`config.mk`:
```
export PLATFORM = sky130hd
export DESIGN_NAME = bist_controller
export DESIGN_NICKNAME = d
export VERILOG_FILES = /design/src/rtl/bist_controller.sv
export SDC_FILE = /design/constraint.sdc
export NUM_CORES = 1
export LEC_CHECK = 0
export BUFFER_PORTS_ARGS = -buffer_cell sky130_fd_sc_hd__buf_2
export CAP_MARGIN = 15
export CORE_MARGIN = 2
export CORE_UTILIZATION = 51
export DETAILED_ROUTE_END_ITERATION = 8
export GPL_ROUTABILITY_DRIVEN = 0
export GPL_TIMING_DRIVEN = 0
export PLACE_DENSITY = 0.84
export SLEW_MARGIN = 10
export SYNTH_ARGS = -nofsm -noshare
export SYNTH_HDL_FRONTEND = slang
export SYNTH_SLANG_ARGS = --single-unit
```
`constraint.sdc`:
```
create_clock -name clock -period 3.8 [get_ports clock]
set_input_delay 0.19 -clock clock [delete_from_list [all_inputs] [get_ports clock]]
set_output_delay 0.19 -clock clock [all_outputs]
set_load 0.01 [all_outputs]
```
`src/rtl/bist_controller.sv`:
```
// BIST sequencer: clears the MISR, runs the TPG for PATTERN_COUNT cycles, then captures and grades the signature.
// Define BIST_FAIL_COUNT_EN to build the saturating mismatch counter behind fail_count.
module bist_controller #(
  parameter int                   PATTERN_COUNT = 15,
  parameter int                   CNT_WIDTH     = 4,
  parameter int                   SIG_WIDTH     = 4,
  parameter logic [0:SIG_WIDTH-1] GOLDEN_SIG    = 4'b1011
) (
  input  logic                 clock,
  input  logic                 reset,
  input  logic                 start,
  input  logic                 abort,
  input  logic [0:SIG_WIDTH-1] misr_sig,
  output logic                 bist_mode,
  output logic                 tpg_enable,
  output logic                 misr_clear,
  output logic                 busy,
  output logic                 done,
  output logic                 pass,
  output logic                 fail,
  output logic [0:SIG_WIDTH-1] signature_out,
  output logic [7:0]           fail_count
);

  if (PATTERN_COUNT < 1 || PATTERN_COUNT > (2 ** CNT_WIDTH) - 1) begin : g_bad_pattern_count
    $error("bist_controller: PATTERN_COUNT out of range for CNT_WIDTH");
  end

  typedef enum logic [2:0] {
    S_IDLE,
    S_CLEAR,
    S_RUN,
    S_SETTLE,
    S_CAPTURE,
    S_DONE
  } state_t;

  localparam logic [CNT_WIDTH-1:0] LAST_COUNT = CNT_WIDTH'(PATTERN_COUNT - 1);

  state_t               state;
  state_t               state_nxt;
  logic [CNT_WIDTH-1:0] count;
  logic                 in_test;
  logic                 aborting;
  logic                 sig_match;

  assign in_test   = (state == S_CLEAR) || (state == S_RUN) ||
                     (state == S_SETTLE) || (state == S_CAPTURE);
  assign aborting  = in_test && abort;
  assign sig_match = (misr_sig == GOLDEN_SIG);

  always_ff @(posedge clock or posedge reset) begin
    if (reset) state <= S_IDLE;
    else       state <= state_nxt;
  end

  always_comb begin
    state_nxt = state;
    case (state)
      S_IDLE:    if (start) state_nxt = S_CLEAR;
      S_CLEAR:   state_nxt = S_RUN;
      S_RUN:     if (count == LAST_COUNT) state_nxt = S_SETTLE;
      S_SETTLE:  state_nxt = S_CAPTURE;
      S_CAPTURE: state_nxt = S_DONE;
      // Leaving DONE needs start low, so a held start cannot retrigger.
      S_DONE:    if (!start) state_nxt = S_IDLE;
      default:   state_nxt = S_IDLE;
    endcase
    if (aborting) state_nxt = S_IDLE;
  end

  always_comb begin
    bist_mode  = in_test;
    busy       = in_test;
    tpg_enable = (state == S_RUN);
    misr_clear = (state == S_CLEAR);
    done       = (state == S_DONE);
  end

  // Counter holds at LAST_COUNT on the RUN exit edge so it never wraps.
  always_ff @(posedge clock or posedge reset) begin
    if (reset) begin
      count <= '0;
    end else if (state == S_CLEAR) begin
      count <= '0;
    end else if (state == S_RUN && state_nxt == S_RUN) begin
      count <= count + 1'b1;
    end
  end

  always_ff @(posedge clock or posedge reset) begin
    if (reset) begin
      pass          <= 1'b0;
      fail          <= 1'b0;
      signature_out <= '0;
    end else if (aborting || state_nxt == S_CLEAR) begin
      pass <= 1'b0;
      fail <= 1'b0;
    end else if (state == S_CAPTURE) begin
      signature_out <= misr_sig;
      pass          <= sig_match;
      fail          <= !sig_match;
    end
  end

`ifdef BIST_FAIL_COUNT_EN
  logic [7:0] fail_cnt;

  always_ff @(posedge clock or posedge reset) begin
    if (reset) begin
      fail_cnt <= 8'd0;
    end else if (state == S_CAPTURE && !abort && !sig_match && fail_cnt != 8'hFF) begin
      fail_cnt <= fail_cnt + 8'd1;
    end
  end

  assign fail_count = fail_cnt;
`else
  assign fail_count = 8'd0;
`endif

endmodule

```
==> results of run 1 <==
Yosys cell counts, types with 2 or more instances:
cell / n
a21oi_1: 4
a22o_1: 2
and3_1: 2
buf_4: 10
clkbuf_1: 2
dfrtp_1: 13
ha_1: 2
inv_1: 4
mux2_1: 4
nand2b_1: 2
nand3_1: 2
nor2_1: 2
nor3_1: 2
o21ai_1: 2
o31ai_1: 2
or3_1: 4
xnor2_1: 2
placed cells by master (no fill, tap or decap), types with 2 or more instances in the layout:
cell	Yosys	routed
a21oi_1	4	4
a22o_1	2	2
and3_1	2	2
buf_2	1	19
buf_4	10	10
clkbuf_1	2	3
clkbuf_4	0	3
conb_1	1	8
dfrtp_1	13	13
ha_1	2	2
inv_1	4	4
mux2_1	4	4
nand2b_1	2	2
nand3_1	2	2
nor2_1	2	2
nor3_1	2	2
o21ai_1	2	2
o31ai_1	2	2
or3_1	4	4
xnor2_1	2	2
worst paths after layout:
check | from | end | slack, ps | cells after the start
max in group asynchronous | reset | state[2] | 2990 | 3
min in group asynchronous | reset | signature_out[1] | 480 | 3
hold / removal | abort | state[1] | 150 | 2
setup reg to reg | state[2] | count[3] | 2140 | 4
hold reg to reg | signature_out[2] | signature_out[2] | 490 | 1
setup / recovery | state[0] | misr_clear | 1870 | 3
where the power goes:
group          leakage, nW  total, mW  internal (mW)  switching [mW]
Sequential           0.175      0.197          0.175          0.0221
Combinational        0.298      0.265          0.123           0.142
Clock               0.0150     0.0835         0.0406          0.0429
Total                0.488      0.546          0.338           0.207
routing by layer:
| metal | global-route usage, % | up-vias | wire, microns |
|---|---|---|---|
| li1 | - | 313 | - |
| met4 | 10.6 | 0 | 12 |
| met3 | 2.55 | 2 | 87 |
| met2 | 26.4 | 22 | 656 |
| met1 | 22.7 | 275 | 616 |
| met5 | 0 | - | 0 |
cells by family after synthesis:
family / after synthesis / share of synthesized area (%)
mux: 4 / 5.90
flops: 13 / 42.6
compound gates: 14 / 12.1
buf+inv: 17 / 13.4
other cells: 1 / 0.491
simple gates: 22 / 19.8
xor+xnor: 2 / 2.30
fa+ha+maj: 2 / 3.28
final cells by class:
cell class,count,area (sq um)
repair buffers,19,100
multi-input cells,52,362
inverters,4,15.0
flip-flops and latches,13,325
clock buffers,4,26.3
fillers,111,415
plain buffers,13,87.6
well taps,15,18.8
state kept, by name, summed over array words and instances, names as in the netlist:
signal and flops:
count 4, signature_out 4, pass 1, fail 1, state 3
==> results.ini, run 1 <==
[yosys]
ys_warn_count=0
synth_edf_count=0
syn_area_per_cell_sq_um=10.2
synthArstFlopShare_pct=100
yosys.area.top_type_share_pct=42.6
synth_area_leader_cell=dfrtp_1
synthFlopType=dfrtp_1
yosys-top-cells-area=dfrtp_1 43%, buf_4 9.8%, mux2_1 5.9%, ha_1 3.3%, or3_1 3.3%
synth_area_sq_um=763
synth_cells=75
synth-seq-cells=13
ys_seq_area_share_pct=42.6
synth.distinct_cells=31

[layout]
final_util_pct=69.2
layout-drive-gt1-share_pct=31.4
fin_nets=116
diodes=0
syn2layout_area_growth_pct=22.5
stdcell_count=120
fin_area_sq_um=935

[cts]
cts_root_buf=clkbuf_4
cts_buffers=3
clk_pin_slew_ps=80
hold_buffers=1
clk_latency_ps=270
post_cts_buffers=0
post_cts_resized=0
cts_tree=done
cts_sinks=13
htree_levels=1
clk_path_buf_depth=2

[grt]
grt_max_degree=14
antenna_found_initial=0
grt_remaining_overflow=0
first_global_vias=553
track_usage_pct=17.2
grt_pass1_wl_mm=2.33

[floorplanning]
die_height_microns=42.7
die_w_microns=42.7
start_util_pct=56.5
ios=27
dieArea_sq_um=1820
core-area_sq_um=1350
rows=13

[sta]
hold_viol_final=0
slew_headroom_pct=55.2
fmax_mhz=518
finalSetupViolCount=0
timing.hold.ws_ps=154
rsz0062_at_grt=no
fin_setup_tns_ps=0
worst_slack_ps=1870
slew_violations=0
tightest_slew_ps=670
finalCritPeriodShare_pct=50.8
layout_min_cycle_time_ps=1930
clock_skew_ps=1.80

[drt]
via_per_inst=5.10
drt-pass1-iter-count=4
drtAntennaViolNets=0
drc=0
vias=612
wl_mm=1.37
route.detailed.wl_per_inst_microns=11.4
drt_iter0_markers=12

[power]
p_leak_nw=0.488
power_density_nw_per_um2=584
vdd_drop_max_v=0.000350
p_total_mw=0.546

[placed_design]
io_buffers=18
post-place-cells=115
place_area_sq_um=898
hpwl_mm=1.04
place_ws_ps=2160

[critical_path]
critPathRequiredTime_ps=3610
cpLargestDelayFamily=buffers and inverters
cp_slowest_cell=nor3b_1
crit_path_max_fanout=10
end_kind=output pin
worstSetupPathType=flop to output pin
max_stage_delay_ps=550
start_kind=flop
critPathArrivalTime_ps=1740
worstPathCellList=clkbuf_1 -> nor3b_1 -> buf_2
crit_buf_inv=2

[hold_path]
hold_path_class=input port to flop

[job]
drv_cap=0

[status]
run_status=complete, no violations

Note: power is estimated with default switching activity, not from simulation.
==> run 2: changes to the inputs <==
CORE_UTILIZATION = 43   (was 51)
PLACE_DENSITY = 0.75   (was 0.84)
clock period = 1.6 ns   (was 3.8 ns; I/O delays follow)
==> run 2 against run 1 <==
Net effect: critical endpoint is now count[0]; critical path depth is the same; cell count is 3.3% higher; combinational power rose to 2.9 times the previous value; global-route usage fell by 0.85 points; cell area grew 7.9%; setup slack worse by 1800 ps; die area grew 17%; sequential power is 140% higher; clock power is 150% higher; non-clock buffer count rose by 2; register-to-register slack got worse by 2100 ps; first-iteration DRC count down 83%.
==> results.ini, run 2 (synthesis gave the netlist of run 1 again) <==
[hold_path]
hold_path_class=input port to flop

[job]
drv_cap=0  ; unchanged

[drt]
drt_iter0_markers=2  ; -10
drtAntennaViolNets=0  ; unchanged
route.detailed.wl_per_inst_microns=12.0  ; +4.6%
via_per_inst=5.11  ; +0.25%
vias=634  ; +3.6%
wl_mm=1.48  ; +8.1%
drt-pass1-iter-count=3  ; -1
drc=0  ; unchanged

[sta]
clock_skew_ps=1.48  ; -0.325 ps
timing.hold.ws_ps=44.2  ; -110 ps
layout_min_cycle_time_ps=1550
hold_viol_final=0  ; unchanged
tightest_slew_ps=507  ; -162 ps
finalCritPeriodShare_pct=97.1
fmax_mhz=644
slew_headroom_pct=66.2  ; +11 points
finalSetupViolCount=0  ; unchanged
slew_violations=0  ; unchanged
rsz0062_at_grt=yes

[cts]
cts_root_buf=clkbuf_4
clk_latency_ps=280  ; about the same
clk_path_buf_depth=2  ; unchanged
htree_levels=1  ; unchanged
cts_tree=done
cts_buffers=3  ; unchanged
cts_sinks=13  ; unchanged
clk_pin_slew_ps=80  ; about the same

[floorplanning]
die_height_microns=46.1  ; +8.1%
core-area_sq_um=1690  ; +25%
rows=15  ; +2
die_w_microns=46.1  ; +8.1%
dieArea_sq_um=2130  ; +17%
ios=27  ; unchanged
start_util_pct=45.2  ; -11 points

[layout]
top_regs=count x4, signature_out x4, state x3
final-seq-area_sq_um=325  ; unchanged
final_util_pct=59.7  ; -9.5 points
final_cell_mix=19 x buf_2, 13 x dfrtp_1, 12 x buf_4
fin_nets=118  ; +1.7%
layout-drive-gt1-share_pct=42.1  ; +11 points
final_common_cell=buf_2
stdcell_count=124  ; +3.3%
syn2layout_area_growth_pct=32.1
multi_input_area_sq_um=409  ; +13%
fillCellCount=155  ; +40%
diodes=0  ; unchanged

[status]
run_status=complete, no violations

[power]
power_density_nw_per_um2=1440  ; +150%
p_leak_nw=0.518  ; +6.3%
vdd_drop_max_v=0.000756  ; +120%

[placed_design]
hpwl_mm=1.01  ; -3.0%
io_buffers=18  ; unchanged
post-place-cells=117  ; +1.7%

[critical_path]
worstPathCellList=or4b_4 -> or3_4 -> a21oi_2
r2r_slack_ps=50  ; -2090 ps
end_kind=flop
critPathArrivalTime_ps=1770  ; +30 ps
ff2ff_path_depth=3  ; -1
cp-startpoint=state[0]
critPathRequiredTime_ps=1810  ; -1800 ps
worstSetupPathType=flop to flop
crit_path_max_fanout=8  ; -2
r2r-start=state[0]
r2r-end=count[0]
max_stage_delay_ps=590  ; +40 ps
start_kind=flop
cp_slowest_cell=or4b_4
crit_end=count[0]

[grt]
first_global_vias=560  ; +1.3%
grt_remaining_overflow=0  ; unchanged
track_usage_pct=16.4  ; -0.85 points
grt_pass1_wl_mm=2.38  ; +2.4%
met1_usage_pct=17.6  ; -5.1 points
grt_max_degree=14  ; unchanged
antenna_found_initial=0  ; unchanged
met2_usage_pct=28.6  ; +2.2 points
met3_usage_pct=7.06  ; +4.5 points
grt.busiest_layer=met2

## run 2: cell types whose count changed in the layout (fill, tap and decap cells not counted), sizes merged
cell / change
buf: +3
clkbuf: -1
## run 2: worst max-delay path, delay by kind of cell, from the launching register on
kind / cells / cell delay [ps]
AO/OA/AOI/OAI: 1 / 130
flip-flops: 1 / 430
AND/OR/NAND/NOR: 2 / 940
## run 2: cell type report
type / count / share of cell area (%)
multi-input cells: 52 / 40.6
flip-flops and latches: 13 / 32.3
repair buffers: 22 / 12.2
plain buffers: 12 / 8.81
clock buffers: 4 / 2.61
well taps: 17 / 2.11
inverters: 4 / 1.49
## run 2: power by group
part           leakage [nW]  switching [mW]  total (mW)  internal, mW
Clock                0.0150           0.110       0.207        0.0968
Combinational         0.328           0.384       0.764         0.381
Sequential            0.175          0.0639       0.480         0.416
## run 2: metrics by stage
stage | power, mW | worst slack, ps | instance area [sq um] | setup TNS, ps
2_1_floorplan | 0.921 | 43.7 | 790 | 0
3_3_place_gp | 1.09 | 1.42 | 901 | 0
3_5_place_dp | 1.11 | -53.7 | 901 | -67.2
4_1_cts | 1.41 | 2.77 | 987 | 0
5_1_grt | 1.57 | -32.2 | 1010 | -52.8
6_report | 1.45 | 47.1 | 1010 | 0
## run 2: worst min path at each step
| stage | from | end | depth (start not counted) |
|---|---|---|---|
| 4_1_cts | abort | state[1] | 2 |
| 3_3_place_gp | reset | count[0] | 2 |
| 3_5_place_dp | reset | count[3] | 2 |
| 6_report | misr_sig[0] | signature_out[0] | 2 |
| 5_1_grt | misr_sig[3] | signature_out[3] | 2 |
| 2_1_floorplan | reset | count[0] | 1 |
## run 2: layer usage
layer / part of all wire (%) / up-vias
met5: 0 / -
met4: 0.81 / 0
met3: 5.1 / 2
met2: 53 / 16
met1: 41 / 299
li1: - / 317
## run 2: repair_timing
item / in CTS / in global routing
resized for setup: 9 / 9
pin swaps: 3 / 1
buffers inserted: 2 / 1
endpoints found under the hold margin: 13 / 0
setup endpoints to repair: 10 / 12
hold buffers: 1 / 0
==> run 3: changes to the inputs <==
MAX_ROUTING_LAYER = met4   (was default)
==> run 3 against run 2 <==
Net effect: hold slack got worse by 0.63 ps; clock skew barely moved; sequential share of layout area did not move; clock power barely moved; non-clock buffer count did not move; critical path depth did not move; cell count did not move; count of clock-buffer cells in the layout did not move; via count rose by 0.32%; register-to-register slack barely moved; sequential power barely moved; critical endpoint unchanged; largest power group unchanged.
==> results.ini, run 3 (synthesis gave the netlist of run 1 again) <==
[cts]
clk_pin_slew_ps=80  ; about the same
cts_buffers=3  ; unchanged
cts_tree=done
cts_sinks=13  ; unchanged
cts_root_buf=clkbuf_4
clk_path_buf_depth=2  ; unchanged
htree_levels=1  ; unchanged
clk_latency_ps=280  ; about the same

[placed_design]
hpwl_mm=1.01  ; unchanged
post-place-cells=117  ; unchanged
io_buffers=18  ; unchanged

[floorplanning]
die_w_microns=46.1  ; unchanged
core-area_sq_um=1690  ; unchanged
rows=15  ; unchanged
start_util_pct=45.2  ; unchanged
die_height_microns=46.1  ; unchanged
ios=27  ; unchanged
dieArea_sq_um=2130  ; unchanged

[hold_path]
hold_path_class=input port to flop

[grt]
grt_pass1_wl_mm=2.39  ; +0.29%
grt_remaining_overflow=0  ; unchanged
antenna_found_initial=0  ; unchanged
first_global_vias=561  ; +0.18%
grt_max_degree=14  ; unchanged
track_usage_pct=16.9  ; +0.48 points

[sta]
rsz0062_at_grt=yes
clock_skew_ps=1.45  ; -0.0249 ps
timing.hold.ws_ps=43.5  ; -0.632 ps
layout_min_cycle_time_ps=1550  ; +0.0636 ps
tightest_slew_ps=507  ; -0.489 ps
hold_viol_final=0  ; unchanged
finalCritPeriodShare_pct=97.1  ; about the same
slew_violations=0  ; unchanged
fmax_mhz=644  ; about the same
finalSetupViolCount=0  ; unchanged
slew_headroom_pct=66.2  ; about the same

[layout]
fin_nets=118  ; unchanged
multi_input_area_sq_um=409  ; unchanged
final_cell_mix=19 x buf_2, 13 x dfrtp_1, 12 x buf_4
final_common_cell=buf_2
top_regs=count x4, signature_out x4, state x3
fillCellCount=155  ; unchanged
layout-drive-gt1-share_pct=42.1  ; unchanged
final-seq-area_sq_um=325  ; unchanged
syn2layout_area_growth_pct=32.1  ; unchanged
stdcell_count=124  ; unchanged
diodes=0  ; unchanged

[power]
p_total_mw=1.45  ; about the same
swShare_pct=38.5  ; about the same
vdd_drop_max_v=0.000756  ; about the same
power.net_switching_mw=0.558  ; +0.13%
pwr-share-seq_pct=33.1  ; about the same
p_int_mw=0.893  ; about the same
pwr-share-clk_pct=14.2  ; about the same
combPwrFrac_pct=52.7  ; about the same
p_leak_nw=0.518  ; unchanged
power_density_nw_per_um2=1440  ; about the same

[critical_path]
worstPathCellList=or4b_4 -> or3_4 -> a21oi_2
start_kind=flop
max_stage_delay_ps=590  ; about the same
crit_path_max_fanout=8  ; unchanged
critPathRequiredTime_ps=1810  ; about the same
cp_slowest_cell=or4b_4
end_kind=flop
worstSetupPathType=flop to flop
critPathArrivalTime_ps=1770  ; about the same

[drt]
route.detailed.wl_per_inst_microns=12.0  ; +0.20%
via_per_inst=5.13  ; +0.32%
vias=636  ; +0.32%
drt_iter0_markers=3  ; +1
drtAntennaViolNets=0  ; unchanged
wl_mm=1.49  ; +0.20%
drt-pass1-iter-count=3  ; unchanged
drc=0  ; unchanged

[job]
drv_cap=0  ; unchanged

[status]
run_status=complete, no violations

## run 3: cell counts in the layout (fill, tap and decap cells not counted)
No cell type changed its count.
## run 3: cell type report
cell class | instances | area share (%)
multi-input combinational | 52 | 40.6
sequential | 13 | 32.3
timing repair buffer | 22 | 12.2
buffer | 12 | 8.81
clock buffer | 4 | 2.61
tap | 17 | 2.11
inverter | 4 | 1.49
## run 3: stage by stage
step                      TNS, ps  utilization (%)  cell area, sq um  setup WS (ps)
final                           0             59.7              1010           47.0
after floorplan                 0                -               790           43.7
after global routing        -52.8             59.7              1010          -32.2
after CTS                       0             58.4               987           2.77
after global placement          0             53.3               901           1.42
after detailed placement    -67.2             53.3               901          -53.7
## run 3: worst paths after layout
| kind | start | to | slack, ps | depth (start not counted) |
|---|---|---|---|---|
| max in group asynchronous | reset | state[0] | 890 | 3 |
| max reg2reg | state[0] | count[0] | 50 | 3 |
| min in group asynchronous | reset | count[3] | 370 | 3 |
| min reg2reg | signature_out[2] | signature_out[2] | 480 | 1 |
| min | misr_sig[0] | signature_out[0] | 40 | 2 |
| max | state[0] | count[0] | 50 | 3 |
## run 3: critical path, delay by kind of cell (launching register included)
family          cells  cell delay [ps]
simple gates        2              940
flops               1              430
compound gates      1              130
## run 3: power groups by stage
| stage | clock, mW | sequential, mW | combinational (mW) |
|---|---|---|---|
| detailed placement | 0 | 0.476 | 0.635 |
| floorplan | 0 | 0.488 | 0.433 |
| CTS | 0.213 | 0.474 | 0.721 |
| global placement | 0 | 0.470 | 0.618 |
| global route | 0.233 | 0.491 | 0.847 |
| finish | 0.207 | 0.480 | 0.765 |
## run 3: what timing repair did
| action | CTS | global route |
|---|---|---|
| setup buffers | 2 | 1 |
| endpoints found under the setup margin | 10 | 12 |
| cloned | 0 | 0 |
| resized for setup | 9 | 9 |
| hold buffers | 1 | 0 |
| endpoints found under the hold margin | 13 | 0 |
| pin swaps | 3 | 1 |
## run 3: layer usage
metal | track usage, % | routed length [microns] | vias up
met4 | 5.14 | 12 | 0
met5 | - | 0 | -
li1 | - | - | 316
met3 | 7.06 | 78 | 2
met2 | 28.6 | 784 | 16
met1 | 17.6 | 611 | 302
